[src/rtl/fetch_unit_pkg.sv]
// Shared definitions for the instruction fetch stage: opcode constants, the IF/ID record
// and the target arithmetic used by the next-PC selector.
package fetch_unit_pkg;

   localparam logic [31:0] RESET_PC_DEFAULT = 32'h0000_0000;

   localparam logic [5:0] OP_RTYPE = 6'h00;
   localparam logic [5:0] OP_J     = 6'h02;
   localparam logic [5:0] OP_JAL   = 6'h03;
   localparam logic [5:0] OP_BEQ   = 6'h04;
   localparam logic [5:0] OP_BNE   = 6'h05;
   localparam logic [5:0] FN_JR    = 6'h08;

   typedef enum logic [1:0] {
      SEL_SEQ  = 2'd0,
      SEL_BR   = 2'd1,
      SEL_JUMP = 2'd2,
      SEL_JR   = 2'd3
   } pc_sel_e;

   typedef struct packed {
      logic [31:0] ins;
      logic [31:0] pc;
      logic [31:0] pc_plus4;
   } ifid_t;

   function automatic logic [31:0] sign_ext16(input logic [15:0] imm);
      return {{16{imm[15]}}, imm};
   endfunction

   // Branch offsets count words relative to the instruction after the branch.
   function automatic logic [31:0] branch_target(input logic [31:0] pc_plus4,
                                                 input logic [15:0] imm);
      return pc_plus4 + (sign_ext16(imm) << 2);
   endfunction

   function automatic logic [31:0] jump_target(input logic [31:0] pc_plus4,
                                               input logic [25:0] addr);
      return {pc_plus4[31:28], addr, 2'b00};
   endfunction

endpackage

[src/rtl/fetch_unit_if.sv]
// Bundle of the fetch stage's decode-side redirect controls, ROM link and IF/ID outputs.
interface fetch_unit_if;

   logic        stall;
   logic        br_taken;
   logic [15:0] br_imm;
   logic        jump;
   logic [25:0] jump_addr;
   logic        jr;
   logic [31:0] jr_target;
   logic [31:0] pc;
   logic [31:0] ins_in;
   logic [31:0] ins_out;
   logic [31:0] pc_out;
   logic [31:0] pc_plus4;
   logic        valid_out;
   logic        fault;

   modport master (
      input  stall, br_taken, br_imm, jump, jump_addr, jr, jr_target, ins_in,
      output pc, ins_out, pc_out, pc_plus4, valid_out, fault
   );

   modport slave (
      output stall, br_taken, br_imm, jump, jump_addr, jr, jr_target, ins_in,
      input  pc, ins_out, pc_out, pc_plus4, valid_out, fault
   );

endinterface

[src/rtl/fetch_unit_next_pc_mux.sv]
// Next-PC selection: sequential flow or a decode redirect with priority jr > jump > branch.
module next_pc_mux
   import fetch_unit_pkg::*;
(
   input  logic [31:0] pc,
   input  logic [31:0] pc_plus4,
   input  logic        accept,
   input  logic        br_taken,
   input  logic [15:0] br_imm,
   input  logic        jump,
   input  logic [25:0] jump_addr,
   input  logic        jr,
   input  logic [31:0] jr_target,
   output logic [31:0] next_pc,
   output logic        redirect
);

   pc_sel_e sel;

   always_comb begin
      // NOTE: assigning a default before any branch keeps this combinational; a missed path would infer a latch.
      sel = SEL_SEQ;
      if (accept) begin
         if (jr)            sel = SEL_JR;
         else if (jump)     sel = SEL_JUMP;
         else if (br_taken) sel = SEL_BR;
      end
   end

   always_comb begin
      next_pc = pc + 32'd4;
      case (sel)
         SEL_JR:   next_pc = jr_target;
         SEL_JUMP: next_pc = jump_target(pc_plus4, jump_addr);
         SEL_BR:   next_pc = branch_target(pc_plus4, br_imm);
         default:  next_pc = pc + 32'd4;
      endcase
   end

   assign redirect = (sel != SEL_SEQ);

endmodule

[src/rtl/fetch_unit.sv]
// Instruction fetch stage: PC register, IF/ID register and sticky fetch-fault detection.
module fetch_unit
   import fetch_unit_pkg::*;
#(
   parameter logic [31:0] RESET_PC   = RESET_PC_DEFAULT,
   parameter int unsigned IMEM_WORDS = 32
) (
   input  logic       clk,
   input  logic       rst_n,
   fetch_unit_if.master bus
);

   localparam logic [32:0] PC_LIMIT = 33'(IMEM_WORDS) << 2;

   logic [31:0] pc;
   ifid_t       ifid;
   logic        valid;
   logic        fault;
   logic [31:0] next_pc;
   logic        redirect;
   logic        pc_bad;

   // Redirects come from the instruction held in IF/ID, so they only count while it is live.
   next_pc_mux u_next_pc_mux (
      .pc        (pc),
      .pc_plus4  (ifid.pc_plus4),
      .accept    (valid && !bus.stall),
      .br_taken  (bus.br_taken),
      .br_imm    (bus.br_imm),
      .jump      (bus.jump),
      .jump_addr (bus.jump_addr),
      .jr        (bus.jr),
      .jr_target (bus.jr_target),
      .next_pc   (next_pc),
      .redirect  (redirect)
   );

   assign pc_bad = (pc[1:0] != 2'b00) || ({1'b0, pc} >= PC_LIMIT);

   // NOTE: sequential state uses non-blocking assignments so every register samples pre-edge values.
   always_ff @(posedge clk or negedge rst_n) begin
      if (!rst_n) begin
         pc    <= RESET_PC;
         ifid  <= '0;
         valid <= 1'b0;
         fault <= 1'b0;
      end else if (!bus.stall) begin
         if (fault || pc_bad) begin
            fault <= 1'b1;
            valid <= 1'b0;
         end else if (redirect) begin
            pc    <= next_pc;
            valid <= 1'b0;
         end else begin
            pc    <= next_pc;
            ifid  <= '{ins: bus.ins_in, pc: pc, pc_plus4: pc + 32'd4};
            valid <= 1'b1;
         end
      end
   end

   assign bus.pc        = pc;
   assign bus.ins_out   = ifid.ins;
   assign bus.pc_out    = ifid.pc;
   assign bus.pc_plus4  = ifid.pc_plus4;
   assign bus.valid_out = valid;
   assign bus.fault     = fault;

endmodule

[src/flat_wrapper.sv]
// flat-port wrapper written by rule: the top's interface ports become plain ports
module fetch_unit_flat import fetch_unit_pkg::*;
#(
   parameter logic [31:0] RESET_PC   = RESET_PC_DEFAULT,
   parameter int unsigned IMEM_WORDS = 32
)
  (clk, rst_n, bus_stall, bus_br_taken, bus_br_imm, bus_jump, bus_jump_addr, bus_jr, bus_jr_target, bus_ins_in, bus_pc, bus_ins_out, bus_pc_out, bus_pc_plus4, bus_valid_out, bus_fault);
  fetch_unit_if bus_i ();
  input  logic clk;
  input  logic rst_n;
  input wire logic [$bits(bus_i.stall)-1:0] bus_stall;
  input wire logic [$bits(bus_i.br_taken)-1:0] bus_br_taken;
  input wire logic [$bits(bus_i.br_imm)-1:0] bus_br_imm;
  input wire logic [$bits(bus_i.jump)-1:0] bus_jump;
  input wire logic [$bits(bus_i.jump_addr)-1:0] bus_jump_addr;
  input wire logic [$bits(bus_i.jr)-1:0] bus_jr;
  input wire logic [$bits(bus_i.jr_target)-1:0] bus_jr_target;
  input wire logic [$bits(bus_i.ins_in)-1:0] bus_ins_in;
  output wire logic [$bits(bus_i.pc)-1:0] bus_pc;
  output wire logic [$bits(bus_i.ins_out)-1:0] bus_ins_out;
  output wire logic [$bits(bus_i.pc_out)-1:0] bus_pc_out;
  output wire logic [$bits(bus_i.pc_plus4)-1:0] bus_pc_plus4;
  output wire logic [$bits(bus_i.valid_out)-1:0] bus_valid_out;
  output wire logic [$bits(bus_i.fault)-1:0] bus_fault;
  assign bus_i.stall = bus_stall;
  assign bus_i.br_taken = bus_br_taken;
  assign bus_i.br_imm = bus_br_imm;
  assign bus_i.jump = bus_jump;
  assign bus_i.jump_addr = bus_jump_addr;
  assign bus_i.jr = bus_jr;
  assign bus_i.jr_target = bus_jr_target;
  assign bus_i.ins_in = bus_ins_in;
  assign bus_pc = bus_i.pc;
  assign bus_ins_out = bus_i.ins_out;
  assign bus_pc_out = bus_i.pc_out;
  assign bus_pc_plus4 = bus_i.pc_plus4;
  assign bus_valid_out = bus_i.valid_out;
  assign bus_fault = bus_i.fault;
  fetch_unit #(.RESET_PC(RESET_PC), .IMEM_WORDS(IMEM_WORDS)) u_core (.clk(clk), .rst_n(rst_n), .bus(bus_i));
endmodule
[config.mk]
export PLATFORM = sky130hd
export DESIGN_NAME = fetch_unit_flat
export DESIGN_NICKNAME = d
export VERILOG_FILES = /design/src/rtl/fetch_unit_pkg.sv /design/src/rtl/fetch_unit_if.sv /design/src/rtl/fetch_unit_next_pc_mux.sv /design/src/rtl/fetch_unit.sv /design/src/flat_wrapper.sv
export SDC_FILE = /design/constraint.sdc
export NUM_CORES = 1
export LEC_CHECK = 0
export CAP_MARGIN = 20
export CORE_UTILIZATION = 27
export CTS_BUF_LIST = sky130_fd_sc_hd__clkbuf_16
export CTS_CLUSTER_SIZE = 20
export DETAILED_ROUTE_END_ITERATION = 7
export SYNTH_ARGS = -nofsm -noshare
export SYNTH_HDL_FRONTEND = slang
export SYNTH_SLANG_ARGS = --single-unit
[constraint.sdc]
create_clock -name clk -period 3.9 [get_ports clk]
set_clock_uncertainty 0.05 [all_clocks]
set_input_delay 0.78 -clock clk [delete_from_list [all_inputs] [get_ports clk]]
set_output_delay 0.78 -clock clk [all_outputs]
set_load 0.005 [all_outputs]
==> key figures, run 1 <==
Cells and area
  • Final net count: 1000
  • Area Overhead vs Synth: 53.5%
  • Diode count: 0
  • Proportion of layout cells with a drive suffix above 1: 11.6%

Worst setup path
  • Worst Path Required: 4.16 ns
  • Setup CP Type: input port to flop
  • Critical path cell sequence: clkdlybuf4s50_1 > ha_1 > fa_1 > a211oi_1 > o21ai_1 > a221oi_2 > o21ai_2 > or4b_4 > a41oi_2 > xor2_1 > o21ai_1
  • Worst EP arrival: 3.69 ns
  • Startpoint types: input port
  • Cell mode on critical path: o21ai_1
  • CP endpoint kind: flop
  • Crit-path max cell delay: 0.50 ns
  • Crit-path slowest cell: or4b_4
  • Critical path buffer and inverter count: 1
  • CP max FO: 3
  • Critical path's top delay family: compound AO/OA/AOI/OAI gates

Synth
  • Synth Area in XOR/XNOR: 4.01%
  • Complex-gate fraction of the synthesized area: 20.0%
  • Synth Cell Area: 0.00655 mm2
  • Commonest cells in the netlist: dfrtp_1, and2_1, a21oi_1
  • Mean Syn Cell Area: 10.7 um2
  • Post-Synth Simple-Gate Area: 12.0%
  • Number of synthesized flops with an enable pin: 0
  • Synth unique cells: 49
  • FFs w/ async S/R, synth: 100%
  • Seq/Total Area, Yosys: 48.9%
  • Largest family of logic cells by synthesized area: compound AO/OA/AOI/OAI gates
  • Area leader, netlist: dfrtp_1
  • Synth top area cells: dfrtp_1, mux2_2, ha_1, and2_1, a21oi_1
  • Synth Area in Adders: 6.23%
  • Yosys top cell area share: 48.9%
  • Primary FF master, synth: dfrtp_1
  • Flops & latches, synth: 128
  • Most numerous cell in the Yosys netlist: dfrtp_1
  • Yosys Warn Count: 0
  • Syn Nets: 754
  • Post-synthesis mux area share: 6.19%
  • Synth Instances: 610

Clock tree
  • Post-CTS Setup Bufs: 0
  • CTS buffer count: 17
  • H-tree levels: 4
  • CTS sink cnt: 128
  • Clock transition at the registers of the reported paths: 0.06 ns
  • Resize count post-CTS: 0
  • CTS Hold Bufs: 0
  • Max clock buf depth: 2
  • Worst skew pair latency: 0.43 ns
  • CTS tree: done
  • Clock Root Buffer: clkbuf_16

Floorplanning
  • CORE AREA: 0.0236 mm2
  • DIE HEIGHT: 158 um
  • Initial Util: 27.7%
  • Top Ports: 242
  • Full die area: 0.0249 mm2
  • Chip Width: 158 um
  • Std cell rows: 56

Worst hold path
  • Hold Crit Class: input port to async pin

GRT
  • Total gr overflow: 0
  • Antenna violations before repair: 0
  • Largest net degree at the start of global routing: 108
  • Number of global-route vias before repair: 5604
  • Gr usage total: 17.3%
  • First-pass GRT wire length: 32100 um

STA
  • # setup viols final: 0
  • Least-Margin Pin Slew: 0.511 ns
  • Minimum clock period: 3.44 ns
  • Final Cycle Share: 88.1%
  • Hold WS: 0.206 ns
  • Fmax: 291 MHz
  • Setup ws final: 0.464 ns
  • Final slew viol count: 0
  • Worst slew margin: 65.6%
  • RSZ-0062 raised after global routing: no
  • Setup TNS Final: 0 ns
  • Final Hold Vio Count: 0

Drt
  • Via Count: 5605
  • Routed wire per std cell: 17.7 um
  • Final wirelength: 21000 um
  • DRC: 0
  • Drt via density: 4.72
  • Iter 0 DRT Violations: 298
  • 1st-pass router iterations: 4
  • Post-route ant nets: 0

Place
  • Placement Setup Slack: 0.0381 ns
  • Estimated wirelength of the detail-placed design: 15900 um
  • I/O Buffers: 241
  • GP Congestion: 0.839

Job
  • Max_cap viols: 0

Pwr
  • Worst vdd ir: 0.000242 V
  • Leakage power: 4.45 nW
  • PwrDens: 334 mW/mm2

Status
  • Status: finished clean
## report_power, final
group	switching, W	internal, W
combinational	0.000131	0.000201
sequential	0.0000181	0.00135
clock	0.000731	0.000927
## sequential cells by signal, summed over array words and instances, names as in the netlist
register              flops
u_core.bus.pc            32
u_core.bus.valid_out      1
u_core.bus.pc_out        30
u_core.bus.pc_plus4      32
u_core.bus.ins_out       32
u_core.bus.fault          1
## worst register-to-register path: stages (launching register included)
cell and delay [ns]:
dfrtp_1 0.41, ha_1 0.25, fa_1 0.40, a211oi_1 0.33, o21ai_1 0.15, a221oi_2 0.32
o21ai_2 0.14, or4b_4 0.51, a41oi_2 0.20, xor2_1 0.16, o21ai_1 0.07
## layout make-up
class | count | area (um2)
Clock buffer | 17 | 425
Clock inverter | 15 | 185
Fill cell | 2295 | 13600
Inverter | 10 | 37.5
Multi-Input combinational cell | 436 | 3180
Sequential cell | 128 | 3200
Tap cell | 319 | 399
Timing Repair Buffer | 263 | 2620
## stage by stage
| step | util (%) | cell area, um2 | instances | total power [W] |
|---|---|---|---|---|
| final | 42.6 | 10100 | 1188 | 0.00336 |
| after global routing | 42.6 | 10100 | 1188 | 0.00350 |
| after CTS | 42.5 | 10000 | 1187 | 0.00341 |
| after detailed placement | 39.9 | 9420 | 1155 | 0.00172 |
| after global placement | 39.9 | 9420 | 1155 | 0.00172 |
| after floorplan | - | 6550 | 610 | 0.00150 |
## routing by layer
layer,vias to the layer above,track usage [%],part of all wire (%)
met5,-,0,0
met4,0,5.27,1.4
met3,20,6.62,8.6
met2,178,26.8,44
met1,2673,22.0,45
li1,2734,-,-
## placed cells by master (no fill, tap or decap), types with 7 or more instances in the layout
cell,synthesis,final
nor3_1,9,9
xnor2_1,18,18
xor2_1,12,12
nand3_1,11,11
nand2_1,33,33
mux2_2,36,36
dfrtp_1,128,128
a222oi_1,10,10
buf_4,2,19
o21bai_1,16,16
a22o_1,21,21
clkdlybuf4s50_1,0,240
nor4_1,8,7
o21ai_0,41,41
nor2_1,16,16
a21oi_1,45,45
inv_1,10,10
inv_8,0,7
and2_1,54,54
a21o_1,12,12
clkbuf_16,0,17
ha_1,31,31
## path summary, 6_finish.rpt
| path | cells after the start | from | to | slack (ns) |
|---|---|---|---|---|
| hold reg to reg | 1 | u_core.bus.pc_out[15] | u_core.bus.pc_out[15] | 0.44 |
| setup reg to reg | 10 | u_core.bus.pc_plus4[2] | u_core.bus.pc[28] | 0.79 |
| max in group asynchronous | 3 | rst_n | u_core.bus.ins_out[19] | 2.66 |
| min in group clk | 1 | u_core.bus.pc_out[15] | u_core.bus.pc_out[15] | 0.44 |
| setup / recovery | 11 | bus_br_imm[0] | u_core.bus.pc[28] | 0.46 |
| hold / removal | 1 | rst_n | u_core.bus.pc_plus4[28] | 0.21 |
## kinds of logic after synthesis
family                   after synthesis
buffers and inverters                 46
AO/OA/AOI/OAI                        191
adder cells (fa/ha/maj)               32
XOR/XNOR                              30
flip-flops                           128
AND/OR/NAND/NOR                      147
multiplexers                          36
Power figures use the tool's default switching activity.
==> run 2: changes to the inputs <==
- HOLD_SLACK_MARGIN: not set -> 0.15
==> results of run 2 <==
No change in the layout: final DEF, timing and power equal those of run 1.
==> run 3: changes to the inputs <==
--- a/config.mk
+++ b/config.mk
@@ -10,2 +10,3 @@
 export CTS_BUF_LIST = sky130_fd_sc_hd__clkbuf_16
+export CTS_CLUSTER_DIAMETER = 80
 export CTS_CLUSTER_SIZE = 20
--- a/constraint.sdc
+++ b/constraint.sdc
@@ -4,2 +4,2 @@
 set_output_delay 0.78 -clock clk [all_outputs]
-set_load 0.005 [all_outputs]
+set_load 0.1 [all_outputs]
==> results of run 3 <==
The final DEF is identical to that of run 1. Status: finished clean.
Main changes from that run: total power 0.00336 W -> 0.00354 W
